[src/rtl/dbg_hart_ctrl.sv]
// ---------------------------------------------------------------------------
// dbg_hart_ctrl
//
// Debug-mode run control for NHARTS harts plus a single shared abstract
// access port onto each hart's debug CSRs (dcsr, dpc).
//
// Each hart has its own RUNNING / HALTING / HALTED / RESUMING state machine:
//   - haltreq_i to the selected hart asks it to halt at the next retirement.
//   - ebreak_i[h] halts the hart immediately. It beats retire and step.
//   - with dcsr.step set, the next retirement from RUNNING re-halts the hart.
//   - resumereq_i to a halted hart spends one cycle in RESUMING. During that
//     cycle resume_o[h] pulses and resume_pc_o carries dpc[h].
//
// The abstract access is accepted when the port is idle. It stays busy for
// AR_LAT cycles and then pulses ar_done_o. The access must target a hart
// that is HALTED at acceptance, and it commits any write when it completes.
//
// Ports
//   clk_i, reset_i               clock, asynchronous active-high reset
//   hartsel_i [HW]               target of haltreq/resumereq/abstract access
//   haltreq_i, resumereq_i       level run-control requests
//   ebreak_i, retire_i [NHARTS]  per-hart ebreak-in-MEM / retire-in-WB
//   pc_i [NHARTS*XLEN]           per-hart next PC (hart h at [h*XLEN +: XLEN])
//   halted_o, running_o,
//   resumeack_o [NHARTS]         per-hart status
//   resume_o [NHARTS]            one-cycle redirect pulse
//   resume_pc_o [XLEN]           dpc of the resuming hart
//   ar_en_i, ar_wr_i, ar_ad_i,
//   ar_wdata_i                   abstract access request
//   ar_busy_o, ar_done_o,
//   ar_err_o, ar_rdata_o         abstract access status and result
// ---------------------------------------------------------------------------
module dbg_hart_ctrl #(
    parameter  int NHARTS = 2,
    parameter  int XLEN   = 32,
    parameter  int AR_LAT = 1,
    localparam int HW     = (NHARTS > 1) ? $clog2(NHARTS) : 1
) (
    input  logic                   clk_i,
    input  logic                   reset_i,
    input  logic [HW-1:0]          hartsel_i,
    input  logic                   haltreq_i,
    input  logic                   resumereq_i,
    input  logic [NHARTS-1:0]      ebreak_i,
    input  logic [NHARTS-1:0]      retire_i,
    input  logic [NHARTS*XLEN-1:0] pc_i,
    output logic [NHARTS-1:0]      halted_o,
    output logic [NHARTS-1:0]      running_o,
    output logic [NHARTS-1:0]      resumeack_o,
    output logic [NHARTS-1:0]      resume_o,
    output logic [XLEN-1:0]        resume_pc_o,
    input  logic                   ar_en_i,
    input  logic                   ar_wr_i,
    input  logic [15:0]            ar_ad_i,
    input  logic [XLEN-1:0]        ar_wdata_i,
    output logic                   ar_busy_o,
    output logic                   ar_done_o,
    output logic                   ar_err_o,
    output logic [XLEN-1:0]        ar_rdata_o
);

    localparam logic [15:0] AD_DCSR       = 16'h07B0;
    localparam logic [15:0] AD_DPC        = 16'h07B1;
    localparam logic [2:0]  CAUSE_EBREAK  = 3'd1;
    localparam logic [2:0]  CAUSE_HALTREQ = 3'd3;
    localparam logic [2:0]  CAUSE_STEP    = 3'd4;

    typedef enum logic [1:0] {
        ST_RUNNING,
        ST_HALTING,
        ST_HALTED,
        ST_RESUMING
    } hart_state_e;

    // The dcsr is stored as its live fields only. The constant fields
    // (xdebugver, prv) are added back when the register is read.
    function automatic logic [XLEN-1:0] dcsr_word(input logic       ebreakm,
                                                  input logic [2:0] cause,
                                                  input logic       step);
        logic [31:0] w;
        w = {4'h4, 12'h000, ebreakm, 6'b0, cause, 3'b0, step, 2'b11};
        return XLEN'(w);
    endfunction

    // Per-hart state
    hart_state_e       state_q [NHARTS];
    hart_state_e       state_d [NHARTS];
    logic [XLEN-1:0]   dpc_q   [NHARTS];
    logic [2:0]        cause_q [NHARTS];
    logic [NHARTS-1:0] ebreakm_q;
    logic [NHARTS-1:0] step_q;
    logic [NHARTS-1:0] resumeack_q;

    logic [NHARTS-1:0] targeted;     // hartsel_i points at this hart
    logic [NHARTS-1:0] ar_blocks;    // in-flight abstract access owns this hart
    logic [NHARTS-1:0] capture;      // halt entry: capture dpc and cause
    logic [2:0]        capture_cause [NHARTS];
    logic [NHARTS-1:0] wr_dcsr;
    logic [NHARTS-1:0] wr_dpc;

    // Abstract access state
    logic            ar_busy_q;
    logic [3:0]      ar_cnt_q;       // busy cycles left after the current one
    logic            ar_wr_q;
    logic [15:0]     ar_ad_q;
    logic [XLEN-1:0] ar_wdata_q;
    logic [HW-1:0]   ar_hart_q;
    logic            ar_ok_q;        // target hart was HALTED at acceptance
    logic            ar_done_q;
    logic            ar_err_q;
    logic [XLEN-1:0] ar_rdata_q;

    logic            ar_last;
    logic            ar_fail;
    logic            sel_halted;
    logic [XLEN-1:0] ar_read;

    always_comb begin
        for (int h = 0; h < NHARTS; h++) begin
            targeted[h]  = (hartsel_i == HW'(h));
            ar_blocks[h] = ar_busy_q && (ar_hart_q == HW'(h));
        end
    end

    // -----------------------------------------------------------------------
    // Run-control FSMs: next state and halt-capture strobes
    // -----------------------------------------------------------------------
    always_comb begin
        for (int h = 0; h < NHARTS; h++) begin
            // NOTE: every output of this block gets a default first, so no
            // path leaves a value unassigned and no latch is inferred.
            state_d[h]       = state_q[h];
            capture[h]       = 1'b0;
            capture_cause[h] = 3'd0;
            case (state_q[h])
                ST_RUNNING: begin
                    if (ebreak_i[h]) begin
                        state_d[h]       = ST_HALTED;
                        capture[h]       = 1'b1;
                        capture_cause[h] = CAUSE_EBREAK;
                    end else if (retire_i[h] && step_q[h]) begin
                        state_d[h]       = ST_HALTED;
                        capture[h]       = 1'b1;
                        capture_cause[h] = CAUSE_STEP;
                    end else if (haltreq_i && targeted[h]) begin
                        state_d[h] = ST_HALTING;
                    end
                end
                ST_HALTING: begin
                    if (ebreak_i[h]) begin
                        state_d[h]       = ST_HALTED;
                        capture[h]       = 1'b1;
                        capture_cause[h] = CAUSE_EBREAK;
                    end else if (retire_i[h]) begin
                        state_d[h]       = ST_HALTED;
                        capture[h]       = 1'b1;
                        capture_cause[h] = CAUSE_HALTREQ;
                    end
                end
                ST_HALTED: begin
                    // A simultaneous haltreq wins, and a hart with an access
                    // in flight stays halted until that access completes.
                    if (resumereq_i && targeted[h] && !haltreq_i && !ar_blocks[h]) begin
                        state_d[h] = ST_RESUMING;
                    end
                end
                ST_RESUMING: begin
                    state_d[h] = ST_RUNNING;
                end
            endcase
        end
    end

    always_ff @(posedge clk_i or posedge reset_i) begin
        if (reset_i) begin
            for (int h = 0; h < NHARTS; h++) begin
                state_q[h] <= ST_RUNNING;
            end
        end else begin
            // NOTE: sequential state uses non-blocking assignments, so every
            // flop samples pre-edge values regardless of statement order.
            for (int h = 0; h < NHARTS; h++) begin
                state_q[h] <= state_d[h];
            end
        end
    end

    // -----------------------------------------------------------------------
    // Per-hart debug CSRs and resume acknowledge
    // -----------------------------------------------------------------------
    // NOTE: dpc/cause are register arrays. They are reset explicitly because
    // their reset values are architecturally visible.
    always_ff @(posedge clk_i or posedge reset_i) begin
        if (reset_i) begin
            for (int h = 0; h < NHARTS; h++) begin
                dpc_q[h]   <= '0;
                cause_q[h] <= '0;
            end
            ebreakm_q   <= '0;
            step_q      <= '0;
            resumeack_q <= '0;
        end else begin
            for (int h = 0; h < NHARTS; h++) begin
                // A halt capture and a debugger write cannot coincide. A
                // write needs the hart to be HALTED, and a halted hart never
                // captures.
                if (capture[h]) begin
                    dpc_q[h]   <= pc_i[h*XLEN +: XLEN];
                    cause_q[h] <= capture_cause[h];
                end else if (wr_dpc[h]) begin
                    dpc_q[h] <= ar_wdata_q & ~XLEN'(1);
                end
                if (wr_dcsr[h]) begin
                    ebreakm_q[h] <= ar_wdata_q[15];
                    step_q[h]    <= ar_wdata_q[2];
                end
                if (state_q[h] == ST_RESUMING) begin
                    resumeack_q[h] <= 1'b1;
                end else if (haltreq_i && targeted[h]) begin
                    resumeack_q[h] <= 1'b0;
                end
            end
        end
    end

    // -----------------------------------------------------------------------
    // Abstract access
    // -----------------------------------------------------------------------
    assign ar_last = ar_busy_q && (ar_cnt_q == 4'd0);
    assign ar_fail = !ar_ok_q || !((ar_ad_q == AD_DCSR) || (ar_ad_q == AD_DPC));

    always_comb begin
        sel_halted = 1'b0;
        ar_read    = '0;
        for (int h = 0; h < NHARTS; h++) begin
            if (targeted[h] && (state_q[h] == ST_HALTED)) begin
                sel_halted = 1'b1;
            end
            if (ar_hart_q == HW'(h)) begin
                ar_read = (ar_ad_q == AD_DCSR) ? dcsr_word(ebreakm_q[h], cause_q[h], step_q[h])
                                               : dpc_q[h];
            end
            wr_dcsr[h] = ar_last && !ar_fail && ar_wr_q && (ar_hart_q == HW'(h)) &&
                         (ar_ad_q == AD_DCSR);
            wr_dpc[h]  = ar_last && !ar_fail && ar_wr_q && (ar_hart_q == HW'(h)) &&
                         (ar_ad_q == AD_DPC);
        end
    end

    always_ff @(posedge clk_i or posedge reset_i) begin
        if (reset_i) begin
            ar_busy_q  <= 1'b0;
            ar_cnt_q   <= '0;
            ar_wr_q    <= 1'b0;
            ar_ad_q    <= '0;
            ar_wdata_q <= '0;
            ar_hart_q  <= '0;
            ar_ok_q    <= 1'b0;
            ar_done_q  <= 1'b0;
            ar_err_q   <= 1'b0;
            ar_rdata_q <= '0;
        end else begin
            ar_done_q <= 1'b0;
            if (ar_busy_q) begin
                // A new ar_en_i is ignored while busy. This includes the
                // last busy cycle.
                if (ar_cnt_q == 4'd0) begin
                    ar_busy_q  <= 1'b0;
                    ar_done_q  <= 1'b1;
                    ar_err_q   <= ar_fail;
                    ar_rdata_q <= ar_fail ? '0 : ar_read;
                end else begin
                    ar_cnt_q <= ar_cnt_q - 4'd1;
                end
            end else if (ar_en_i) begin
                ar_busy_q  <= 1'b1;
                ar_cnt_q   <= 4'(AR_LAT - 1);
                ar_wr_q    <= ar_wr_i;
                ar_ad_q    <= ar_ad_i;
                ar_wdata_q <= ar_wdata_i;
                ar_hart_q  <= hartsel_i;
                ar_ok_q    <= sel_halted;
            end
        end
    end

    // -----------------------------------------------------------------------
    // Outputs
    // -----------------------------------------------------------------------
    always_comb begin
        resume_pc_o = '0;
        // Scan downward so the lowest-index resuming hart ends up driving.
        for (int h = NHARTS - 1; h >= 0; h--) begin
            if (state_q[h] == ST_RESUMING) begin
                resume_pc_o = dpc_q[h];
            end
        end
        for (int h = 0; h < NHARTS; h++) begin
            halted_o[h]  = (state_q[h] == ST_HALTED);
            running_o[h] = (state_q[h] == ST_RUNNING) || (state_q[h] == ST_HALTING);
            resume_o[h]  = (state_q[h] == ST_RESUMING);
        end
    end

    assign resumeack_o = resumeack_q;
    assign ar_busy_o   = ar_busy_q;
    assign ar_done_o   = ar_done_q;
    assign ar_err_o    = ar_err_q;
    assign ar_rdata_o  = ar_rdata_q;

endmodule
[config.mk]
export PLATFORM = sky130hd
export DESIGN_NAME = dbg_hart_ctrl
export DESIGN_NICKNAME = d
export VERILOG_FILES = /design/src/rtl/dbg_hart_ctrl.sv
export SDC_FILE = /design/constraint.sdc
export NUM_CORES = 1
export LEC_CHECK = 0
export ABC_AREA = 1
export BUFFER_PORTS_ARGS = -buffer_cell sky130_fd_sc_hd__buf_2
export CELL_PAD_IN_SITES_DETAIL_PLACEMENT = 1
export CELL_PAD_IN_SITES_GLOBAL_PLACEMENT = 1
export CORE_UTILIZATION = 35
export CTS_BUF_LIST = sky130_fd_sc_hd__clkbuf_16
export CTS_CLUSTER_DIAMETER = 150
export DETAILED_ROUTE_END_ITERATION = 8
export PLACE_DENSITY_LB_ADDON = 0.12
export SYNTH_ARGS = -nofsm -noshare
export SYNTH_HDL_FRONTEND = slang
export SYNTH_SLANG_ARGS = --single-unit
[constraint.sdc]
create_clock -name clk_i -period 5.5 [get_ports clk_i]
set_input_delay 0.825 -clock clk_i [delete_from_list [all_inputs] [get_ports clk_i]]
set_output_delay 0.825 -clock clk_i [all_outputs]
set_load 0.01 [all_outputs]
[After elaboration in Yosys (flattened, before gate mapping)]
Cells that the tools add are included.
Word-level totals
  flip-flop bits (word level): 170
  input port bits: 123
  output and inout bits: 75
Cells by class
  add/subtract/negate cells: 1
  eq/ne operators: 15
  mux-type cells: 58
  bitwise logic cells: 3
  reduce and logical (&&, ||, !) cells: 46
Operator list (count)
  $mux W32: 10
  $eq A16 B11 Y1 const B: 2
  $mux W2: 16
  $logic_and A1 B1 Y1: 23
  $mux W1: 19
  $pmux W2 S4: 2
  $mux W3: 4
  $mux W4: 3
  $pmux W3 S2: 2
  $reduce_bool A2 Y1: 5
  $eq A2 B2 Y1 const B: 4
  $ne A4 B4 Y1 const B: 2
  $logic_not A1 Y1: 6
  $ne A3 B3 Y1 const B: 2
  $reduce_and A2 Y1: 3
  $reduce_and A3 Y1: 2
  $eq A2 B1 Y1 const B: 2
  $logic_not A2 Y1: 2
  $logic_not A4 Y1: 1
  $logic_or A1 B1 Y1: 4
  $ne A2 B1 Y1 const B: 2
  $pmux W1 S2: 2
  $sub A4 B1 Y4 const B: 1
  $not A1 Y1: 3
  $ne A2 B2 Y1 const B: 1

[Logic depth before layout (Yosys ltp)]
Gate-level depths: netlist of run 1.
  depth after elaboration: 11
  depth in mapped cells: 12

[Least setup slack after synthesis of run 1]
OpenSTA, ideal clock, no wires.
  path type: register to output
  start point: register state_q[2] (netlist name)
  end point: output resume_pc_o[10]
  arrival time: 1.552 ns
  required time: 4.675 ns
  slack: 3.123 ns
  cell stages (with the launch flop): 7
  buffers on the path: 2
  cell sequence: dfrtp_1 ha_1 inv_1 clkbuf_1 clkbuf_1 nand3_1 o21ai_0
Between the ends
  cells in the longest elaborated chain, start to end: 2
RTL lines
  from (decl): RTL line 86  | hart_state_e state_q [NHARTS];
  from (signal, indexed assignment): RTL line 183  | state_q[h] <= state_d[h];
  $eq A2 B2 Y1
  net resume_o[0]: RTL line 50  | output logic [NHARTS-1:0] resume_o,
  $mux W32: RTL line 294  | if (state_q[h] == ST_RESUMING) begin
  to (decl): RTL line 51  | output logic [XLEN-1:0] resume_pc_o,
The timed path passes the listed nets, and every way through them passes these cells.

[Worst setup path in the final report of run 1]
  start point: register state_q[2] (netlist name)
  end point: output resume_pc_o[4]
Between the ends
  cells in the longest elaborated chain, start to end: 2
RTL lines (RTL line)
  $eq A2 B2 Y1: 294
  $mux W32: 294
Every way passes these cells.

==> results.sh, run 1 <==
export IMPL_yosysSeqAreaShare=0.4877
export IMPL_dpl_hpwl_mm=19.72
export IMPL_path_cells="ha_1 > inv_1 > buf_4 > nand3_1 > o21ai_0 > buf_2"
export IMPL_startpoint="state_q[2]"
export IMPL_syn_inst=1193
export IMPL_min_path_cells=2
export IMPL_cts_sinks=169
export IMPL_synth_most_common_cell="nand2_1"
export IMPL_ff2ff_path_depth=9
export IMPL_numCtsBuffers=17
export IMPL_maxSlewViolCount=0
export IMPL_fillCellCount=3171
export IMPL_rr_endpoint="dpc_q[63]"
export IMPL_ant_nets=0
export IMPL_cp_num_buf_inv=3
export IMPL_clk_path_buf_depth=2
export IMPL_top_layer="met4"
export IMPL_critical_path_top_delay_family="buffers and inverters"
export IMPL_grt_pass1_vias=8138
export IMPL_core_area_um2=24320
export IMPL_drt_initial_drc_count=525
export IMPL_synthTopCellsByCount="nand2_1 (610), dfrtp_1 (169), nand3_1 (115), o21ai_0 (73), inv_1 (65)"
export IMPL_syn_nets=1325
export IMPL_setup_viol=0
export IMPL_r2r_start="ar_cnt_q[0]"
export IMPL_crit_slowest_cell="inv_1"
export IMPL_cts_htree_levels=4
export IMPL_hp_class="register to register"
export IMPL_num_vias=8137
export IMPL_clk_pin_slew_ns=0.07
export IMPL_grt_max_degree=89
export IMPL_critPathKind="register to output port"
export IMPL_cp_max_fo=33
export IMPL_seqCellArea_um2=4230
export IMPL_die_x_um=159.4
export IMPL_wl_met2_mm=12.45
export IMPL_max_cap_violations=0
export IMPL_post_route_min_period_ns=3.610
export IMPL_max_slew_margin=0.2875
export IMPL_hold_viol_final=0
export IMPL_arrival_ns=2.78
export IMPL_dr_wl_met3_mm=1.179
export IMPL_ys_dominant_reg_cell="dfrtp_1"
export IMPL_initial_core_util=0.3565
export IMPL_p_leak_nw=5.792
export IMPL_synth_seq_cells=169
export IMPL_syn_cell_area_um2=8671
export IMPL_area_growth_pct=19.48
export IMPL_final_nets=1480
export IMPL_hp_start="ar_rdata_o[2]"
export IMPL_ir_worst_vdd_v=0.0001854
export IMPL_drive_above_1_share=0.1903
export IMPL_synthTopCellsByArea="dfrtp_1 (49%), nand2_1 (26%), nand3_1 (6.6%), o21ai_0 (4.2%), inv_1 (2.8%)"
export IMPL_rows=57
export IMPL_grt_pass1_wl_mm=45.91
export IMPL_dp_slack_ns=1.988
export IMPL_rsz0062_at_grt="no"
export IMPL_clock_latency_ns=0.43
export IMPL_final_setup_tns_ns=0
export IMPL_reg2reg_slack_ns=2.07
export IMPL_power_mw=4.843
export IMPL_cp_start_kind="register"
export IMPL_avgViaCountPerCell=4.823
export IMPL_wl_met1_mm=14.46
export IMPL_syn_area_per_cell_um2=7.268
export IMPL_antenna_found_initial=2
export IMPL_first_pass_iters=4
export IMPL_ctsResizeCount=0
export IMPL_ys_types=31
export IMPL_async_flop_share=1.000
export IMPL_cellPowerDensity_nw_per_um2=467.4
export IMPL_placed_area_um2=9789
export IMPL_final_area_um2=10360
export IMPL_cts_tree="built"
export IMPL_grt_remaining_overflow=0
export IMPL_fin_skew_ns=0.01675
export IMPL_synth_top_cell_area_share=0.4877
export IMPL_dieArea_um2=25410
export IMPL_multiInputGateArea_um2=3837
export IMPL_drc_errors=0
export IMPL_max_freq_mhz=277.0
export IMPL_cts_root_buf="clkbuf_16"
export IMPL_worstMarginPinSlew_ns=1.065
export IMPL_min_to="ar_rdata_o[2]"
export IMPL_end_kind="output port"
export IMPL_die_h_um=159.4
export IMPL_place_congestion=0.8916
export IMPL_required_ns=4.68
export IMPL_cpPeakStageDelay_ns=0.57
export IMPL_fin_ws_ns=1.890
export IMPL_routed_wl_mm=28.41
export IMPL_fin_crit_sh=0.6563
export IMPL_synth_edf_count=0
export IMPL_grt_usage=0.2327
export IMPL_port_buffers=196
export IMPL_cts_setup_buffers=0
export IMPL_synth_top_area_cell="dfrtp_1"
export IMPL_yosysWarnings=0
export IMPL_postCtsHoldBufs=0
export IMPL_status="complete, no violations"
export IMPL_io_pins=198
export IMPL_wl_per_cell_um=16.84
## worst min-delay path, delay by kind of cell (launching register included)
| kind | cells | cell delay (ns) |
|---|---|---|
| simple gates | 2 | 0.10 |
| flops | 1 | 0.34 |
## flip-flops by register name (all words and copies together), names as in the netlist, 2 cells and up
signal and count:
ar_ad_q 16, ar_cnt_q 4, ar_rdata_o 32, ar_wdata_q 31
cause_q 6, dpc_q 64, ebreakm_q 2, resumeack_o 2
state_q 4, step_q 2
## stage by stage
stage	hold slack (ns)	cells	util
after detailed placement	0.4631	1653	0.4025
after global placement	0.4578	1653	0.4025
after global routing	0.4913	1687	0.4260
final	0.4746	1687	0.4260
after CTS	0.4810	1685	0.4258
after floorplan	0.4422	1193	-
## placed cells by master, fill, tap and decap left out, drive strengths merged, types with 2 or more instances in the layout
| cell | count |
|---|---|
| diode | 2 |
| nand4 | 4 |
| clkbuf | 17 |
| o21a | 2 |
| dfrtp | 169 |
| inv | 76 |
| ha | 9 |
| a21oi | 9 |
| or2 | 2 |
| buf | 205 |
| nor2 | 16 |
| nand3 | 117 |
| o21ai | 95 |
| clkinv | 7 |
| o21bai | 2 |
| nand2 | 613 |
| o211ai | 2 |
| o22ai | 9 |
## final cells by class
type                       instances  area share
clock inverter                    15     0.01353
tap                              324     0.03913
timing repair buffer             205      0.1012
clock buffer                      17     0.04106
antenna                            2   0.0004831
multi-input combinational        885      0.3704
inverter                          70     0.02585
sequential                       169      0.4083
## per-layer routing
layer,vias to the layer above,GRT usage
li1,4061,-
met1,3869,0.3505
met2,185,0.3461
met3,22,0.03543
met4,0,0.06031
met5,-,0
## power breakdown
part	total [mW]	internal (mW)	switching, mW
clock network	1.18	0.633	0.545
registers	1.78	1.54	0.237
logic	1.89	0.597	1.29
## worst max path at each step
stage,end,slack (ns),depth (start not counted)
after floorplan,ar_ad_q[0],0.1,1
after global placement,dpc_q[56],2.06,9
after CTS,resume_pc_o[3],1.88,6
final,resume_pc_o[4],1.89,6
after global routing,dpc_q[37],1.72,9
after detailed placement,dpc_q[63],1.99,9
## cells by family after synthesis
| group | share of synthesized area |
|---|---|
| fa+ha+maj | 0.01299 |
| xor+xnor | 0.002021 |
| flops | 0.4877 |
| compound gates | 0.07532 |
| buf+inv | 0.07056 |
| simple gates | 0.3514 |
No activity file was read; power rests on OpenSTA's default activity.
==> inputs of run 2 (changes only) <==
ABC_AREA = 0   (was 1)
CORE_UTILIZATION = 40   (was 35)
clock period = 3.4 ns   (was 5.5 ns; I/O delays follow)
==> results.sh, run 2 <==
export IMPL_syn_inst=985
export IMPL_drt_initial_drc_count=406
export IMPL_die_x_um=148.7
export IMPL_rows=53
export IMPL_final_cell_mix="nand2_1 (215), buf_2 (196), dfrtp_1 (167)"
export IMPL_syn_nets=1117
export IMPL_grt_max_degree=66
export IMPL_critPathKind="register to output port"
export IMPL_syn_cell_area_um2=8611
export IMPL_first_pass_iters=5
export IMPL_cts_setup_buffers=0
export IMPL_yosysWarnings=0
export IMPL_synth_seq_cells=169
export IMPL_core_area_um2=21090
export IMPL_numCtsBuffers=17
export IMPL_cts_tree="built"
export IMPL_drive_above_1_share=0.2589
export IMPL_syn_area_per_cell_um2=8.742
export IMPL_cellPowerDensity_nw_per_um2=722.1
export IMPL_port_buffers=196
export IMPL_hp_class="primary input to register"
export IMPL_fin_crit_sh=0.7847
export IMPL_routed_wl_mm=28.60
export IMPL_async_flop_share=1.000
export IMPL_antenna_found_initial=4
export IMPL_clk_pin_slew_ns=0.07
export IMPL_yosysSeqAreaShare=0.4911
export IMPL_arrival_ns=2.16
export IMPL_post_route_min_period_ns=2.668
export IMPL_maxSlewViolCount=0
export IMPL_ys_types=48
export IMPL_hold_viol_final=0
export IMPL_clock_latency_ns=0.42
export IMPL_ir_worst_vdd_v=0.0003425
export IMPL_max_slew_margin=0.3527
export IMPL_fin_skew_ns=0.01033
export IMPL_end_kind="output port"
export IMPL_initial_core_util=0.4083
export IMPL_required_ns=2.89
export IMPL_final_nets=1271
export IMPL_cts_sinks=169
export IMPL_dp_cells=1395
export IMPL_cts_htree_levels=4
export IMPL_largest_register_ffs=64
export IMPL_fillCellCount=2593
export IMPL_max_cap_violations=0
export IMPL_grt_remaining_overflow=0
export IMPL_layout_commonest_cell="nand2_1"
export IMPL_final_setup_tns_ns=0
export IMPL_finalNonFillerCells=1427
export IMPL_synth_most_common_cell="nand2_1"
export IMPL_synth_edf_count=0
export IMPL_grt_pass1_wl_mm=45.48
export IMPL_wl_per_cell_um=20.04
export IMPL_rsz0062_at_grt="no"
export IMPL_ant_nets=0
export IMPL_cts_root_buf="clkbuf_16"
export IMPL_avgViaCountPerCell=5.634
export IMPL_grt_usage=0.2685
export IMPL_p_leak_nw=4.898
export IMPL_die_h_um=148.7
export IMPL_dieArea_um2=22120
export IMPL_ctsResizeCount=0
export IMPL_cp_start_kind="register"
export IMPL_dpl_hpwl_mm=18.81
export IMPL_synthTopCellsByCount="nand2_1 (215), dfrtp_1 (169), nor2_1 (106), o21ai_0 (85), a31oi_1 (64)"
export IMPL_area_growth_pct=20.63
export IMPL_status="complete, no violations"
export IMPL_synthTopCellsByArea="dfrtp_1 (49%), nand2_1 (9.4%), o21ai_0 (4.9%), a31oi_1 (4.6%), nor2_1 (4.6%)"
export IMPL_largest_register="dpc_q"
export IMPL_drc_errors=0
export IMPL_setup_viol=0
export IMPL_io_pins=198
export IMPL_synth_top_area_cell="dfrtp_1"
export IMPL_grt_pass1_vias=8117
export IMPL_worstMarginPinSlew_ns=0.9690
export IMPL_ys_dominant_reg_cell="dfrtp_1"
export IMPL_postLayoutCoreUtil=0.4926
export IMPL_cp_max_fo=32
export IMPL_postCtsHoldBufs=0
export IMPL_max_freq_mhz=374.8
export IMPL_place_congestion=0.8289
export IMPL_num_vias=8040
export IMPL_synth_top_cell_area_share=0.4911
export IMPL_clk_path_buf_depth=2
-- run 2: cell types whose count changed after synthesis, moves of 32 or more --
cell     delta
nand2_1   -395
a22o_1     +32
nand3_1    -77
inv_1      -50
nor2_1     +93
a31oi_1    +64
-- run 2: routing by layer --
layer  vias up  GRT usage  wire, µm
met3        17    0.04816      1721
li1       3768          -         -
met5         -          0        24
met4         4    0.06237       246
met1      3990     0.3718     13020
met2       261     0.4353     13590
-- run 2: kinds of logic (layout without fill, tap and decap cells) --
kind of cell | Yosys count | in the layout | synth area share
simple gates | 429 | 429 | 0.2207
compound gates | 242 | 242 | 0.1851
flops | 169 | 169 | 0.4911
buf+inv | 102 | 268 | 0.04940
mux | 34 | 34 | 0.04054
fa+ha+maj | 9 | 9 | 0.01308
other cells | 0 | 1 | 0
-- run 2: worst paths after layout --
path | start | to | slack [ns] | depth (start not counted)
setup / recovery | state_q[3] | resume_pc_o[8] | 0.73 | 5
hold / removal | ar_wdata_i[21] | ar_wdata_q[21] | 0.27 | 3
setup reg to reg | ar_ad_q[15] | dpc_q[18] | 1.07 | 5
hold reg to reg | ar_rdata_o[10] | ar_rdata_o[10] | 0.47 | 2
max in group asynchronous | reset_i | ar_wdata_q[17] | 2.32 | 3
min in group asynchronous | reset_i | state_q[3] | 0.29 | 2
-- run 2: layout make-up --
cell class,instances,area (µm²),area share
Antenna cell,1,2.502,0.0002409
Clock buffer,17,425.4,0.04095
Clock inverter,14,98.84,0.009516
Inverter,16,63.81,0.006143
Multi-Input combinational cell,714,4013,0.3863
Sequential cell,169,4234,0.4076
Tap cell,275,344.1,0.03312
Timing Repair Buffer,221,1206,0.1161
-- run 2: report_power, final --
part / total [mW] / switching (mW) / internal (mW)
registers: 2.97 / 0.442 / 2.53
clock network: 1.78 / 0.844 / 0.932
logic: 2.76 / 1.63 / 1.13
-- run 2: per-stage QoR --
stage	setup WS [ns]	instance area [µm²]	hold slack (ns)	power, mW
2_1_floorplan	0.7353	8615	0.4377	4.707
3_3_place_gp	1.080	9861	0.4531	5.666
3_5_place_dp	1.111	9861	0.4562	5.765
4_1_cts	0.7069	10390	0.2530	7.550
5_1_grt	0.6494	10390	0.2654	7.994
6_report	0.7322	10390	0.2666	7.501
-- run 2: worst max-delay path, stage by stage (launching register included) --
cell     delay, ns
dfrtp_1       0.42
ha_2          0.33
nor2b_4       0.16
buf_4         0.42
a22o_1        0.24
buf_2         0.14
